[src/rtl/priority_encoder_pkg.sv]
// priority_encoder_pkg: widths and types shared by the 8-to-3 priority encoder
package priority_encoder_pkg;
  localparam int IN_W = 8;
  localparam int OUT_W = 3;
  typedef logic [IN_W-1:0] req_t;
  typedef logic [OUT_W-1:0] idx_t;
endpackage

[src/rtl/penc_comb_8to3.sv]
// penc_comb_8to3: combinational 8-to-3 priority logic, bit 7 wins
module penc_comb_8to3
  import priority_encoder_pkg::*;
(
  input  req_t in,
  output idx_t idx,
  output logic any
);
  always_comb begin
    idx = '0;
    for (int i = 0; i < IN_W; i++) idx = in[i] ? idx_t'(i) : idx;
    any = |in;
  end
endmodule

[src/rtl/priority_encoder_8to3.sv]
// priority_encoder_8to3: registered 8-to-3 priority encoder, onehot port under PRIORITY_ENCODER_ONEHOT_EN
module priority_encoder_8to3
  import priority_encoder_pkg::*;
#(
  parameter idx_t ZERO_CODE = 3'b000
) (
  input  logic clk,
  input  logic rst,
  input  req_t in,
  output idx_t out,
  output logic valid
`ifdef PRIORITY_ENCODER_ONEHOT_EN
  ,
  output req_t onehot
`endif
);
  idx_t idx;
  logic any;
  penc_comb_8to3 u_comb (.in(in), .idx(idx), .any(any));
  always_ff @(posedge clk) begin
    out   <= rst ? '0 : any ? idx : ZERO_CODE;
    valid <= !rst && any;
  end
`ifdef PRIORITY_ENCODER_ONEHOT_EN
  always_ff @(posedge clk) onehot <= (rst || !any) ? '0 : req_t'(1) << idx;
`endif
endmodule

[config.mk]
export PLATFORM = sky130hd
export DESIGN_NAME = priority_encoder_8to3
export DESIGN_NICKNAME = d
export VERILOG_FILES = /design/src/rtl/priority_encoder_pkg.sv /design/src/rtl/penc_comb_8to3.sv /design/src/rtl/priority_encoder_8to3.sv
export SDC_FILE = /design/constraint.sdc
export NUM_CORES = 1
export LEC_CHECK = 0
export ABC_AREA = 1
export ABC_CLOCK_PERIOD_IN_PS = 800
export CORE_AREA = 8 8 45 47
export CTS_CLUSTER_DIAMETER = 100
export DETAILED_ROUTE_END_ITERATION = 12
export DIE_AREA = 0 0 53 55
export GPL_TIMING_DRIVEN = 0
export PLACE_DENSITY = 0.52
export SYNTH_ARGS = -nofsm -noshare
export SYNTH_HDL_FRONTEND = slang
export SYNTH_SLANG_ARGS = --single-unit
export TNS_END_PERCENT = 100
[constraint.sdc]
create_clock -name clk -period 0.8 [get_ports clk]
set_clock_uncertainty 0.1 [all_clocks]
set_input_delay 0.16 -clock clk [delete_from_list [all_inputs] [get_ports clk]]
set_output_delay 0.16 -clock clk [all_outputs]
set_load 0.02 [all_outputs]
==> results <==
## timing repair
action / in CTS / in global routing
buffers inserted: 1 / 0
pin swaps: 6 / 4
setup endpoints to repair: 8 / 7
gates resized for setup: 45 / 10
## logic make-up after synthesis
logic type / synth area share (%)
and+or+nand+nor: 24.1
buffers and inverters: 14.5
AOI/OAI and AO/OA: 17.2
DFF: 44.1
## area by class of cell
cell class / instances / area (um2) / share of cell area (%)
repair buffers: 14 / 123 / 32.1
multi-input cells: 15 / 105 / 27.5
flip-flops and latches: 4 / 85.1 / 22.3
inverters: 7 / 26.3 / 6.89
clock buffers: 3 / 22.5 / 5.90
well taps: 16 / 20.0 / 5.25
## metrics by stage
step	instance area, um2	util [%]	total power [W]	worst slack, ps	hold slack [ps]
global placement	332	24.0	0.000346	-484	629
detailed placement	332	24.0	0.000348	-500	628
finish	382	27.6	0.000596	-116	25.8
floorplan	181	-	0.000268	34.7	129
global route	382	27.6	0.000626	-134	31.8
CTS	388	28.0	0.000613	-128	210
## worst paths after layout
path	from	to	slack, ps	cells past startpoint
max	out[0]	out[0]	-120	1
min	rst	out[2]	30	2
## Yosys cell counts (all sizes together)
library cell  count
nor2              3
o21bai            1
inv               7
a21oi             3
nand2             6
nand3             1
o21ai             1
dfxtp             4
## power by group through the flow
stage	combinational (W)	clock (W)	sequential [W]
finish	0.000132	0.000242	0.000222
global route	0.000143	0.000260	0.000223
CTS	0.000133	0.000258	0.000222
detailed placement	0.000128	0	0.000220
global placement	0.000126	0	0.000220
floorplan	0.0000305	0	0.000237
## layer usage
layer | up-vias | wire length (um)
met3 | 0 | 47
met4 | 0 | 0
met5 | - | 0
met1 | 84 | 191
li1 | 111 | -
met2 | 10 | 256
## state kept, by name, indices dropped and copies added (netlist names)
signal  flops
valid       1
out         3
==> impl_metrics.env <==
export IMPL_drv_cap=0
export IMPL_grt_pass1_vias=222
export IMPL_seq_area_frac_synth_pct=44.1
export IMPL_slowest_delay_ps=310
export IMPL_cts_tree="built"
export IMPL_min_period_ps=916
export IMPL_endpoint_kind="primary output"
export IMPL_vias_per_cell=3.47
export IMPL_diodes=0
export IMPL_synthesis_nets=36
export IMPL_grt_pass1_wl_um=759
export IMPL_clock_sinks=4
export IMPL_fp_dieW_um=53
export IMPL_portBuffers=13
export IMPL_drt_iter0_drc=2
export IMPL_die_area_um2=2920
export IMPL_cp_start_kind="flip-flop"
export IMPL_p_sw_w=0.000143
export IMPL_seqPwrFrac_pct=37.3
export IMPL_synth_seq_cells=4
export IMPL_final_common_cell="inv_1"
export IMPL_place_gp_congestion=0.660
export IMPL_rows=14
export IMPL_synthesis_instances=26
export IMPL_hp_class="primary input to flip-flop"
export IMPL_grt_usage_pct=4.04
export IMPL_use_met2_pct=4.88
export IMPL_num_vias=205
export IMPL_layout_common_cells="6 x inv_1, 5 x nand2_1, 4 x clkbuf_2, 4 x dfxtp_2, 4 x buf_6"
export IMPL_met1_usage_pct=3.65
export IMPL_die_y_um=55
export IMPL_cts_made_buffers=3
export IMPL_path_clk_slew_ps=40
export IMPL_io_pins=14
export IMPL_cellPowerDensity_nw_per_um2=1560
export IMPL_path_cells="buf_6"
export IMPL_status="finished with violations"
export IMPL_irDropWorstVdd_uv=313
export IMPL_instances_no_fill=59
export IMPL_grt_overflow_total=0
export IMPL_wl_per_cell_um=8.39
export IMPL_slew_headroom_pct=83.3
export IMPL_h_tree_depth=1
export IMPL_avgSynthCellArea_um2=6.98
export IMPL_yosys_warnings=0
export IMPL_crit_type="flip-flop to primary output"
export IMPL_dp_final_hpwl_um=406
export IMPL_drt_first_pass_iters=3
export IMPL_critPathSlowestCell="dfxtp_2"
export IMPL_synth_top_area_share_pct=44.1
export IMPL_worstMarginPinSlew_ps=248
export IMPL_grt_max_degree=4
export IMPL_setup_violations=4
export IMPL_p_comb_share_pct=22.1
export IMPL_grtUsageMet3_pct=1.87
export IMPL_syn_cell_area_um2=181
export IMPL_areaGrowthSynthToFinish_pct=110
export IMPL_grt_busiest_layer="met4"
export IMPL_initial_core_util_pct=13.1
export IMPL_core_um2=1380
export IMPL_fill_cells=158
export IMPL_rsz0062_at_grt="true"
export IMPL_violations="negative setup slack"
export IMPL_final_setup_worst_slack_ps=-116
export IMPL_layout_nets=55
export IMPL_drive_gt1_share_pct=58.1
export IMPL_ys_types=9
export IMPL_clkPwrFrac_pct=40.6
export IMPL_swShare_pct=23.9
export IMPL_finalCritPeriodShare_pct=115
export IMPL_crit_path_max_fanout=1
export IMPL_finalSetupTns_ps=-460
export IMPL_p_leak_nw=0.196
export IMPL_crit_required_ps=540
export IMPL_fmax_ghz=1.09
export IMPL_root_buffer="clkbuf_4"
export IMPL_antenna_found_initial=0
export IMPL_hold_viol_final=0
export IMPL_placed_cells=55
export IMPL_synth_top_cell_by_area="dfxtp_1"
export IMPL_holdBufCountCts=0
export IMPL_cp_arrival_ps=660
export IMPL_cts_buffer_depth=2
export IMPL_cp_num_buf_inv=1
export IMPL_p_int_w=0.000453
export IMPL_synthTopCellsByArea="dfxtp_1 44%, inv_1 14%, nand2_1 12%, a21oi_1 8.3%, nor2_2 6.9%"
export IMPL_slew_viol_final=0
export IMPL_cp_top_family="flip-flops"
export IMPL_drc=0
export IMPL_ant_nets=0
export IMPL_finalWirelength_um=495
(Power assumes the default switching activity.)
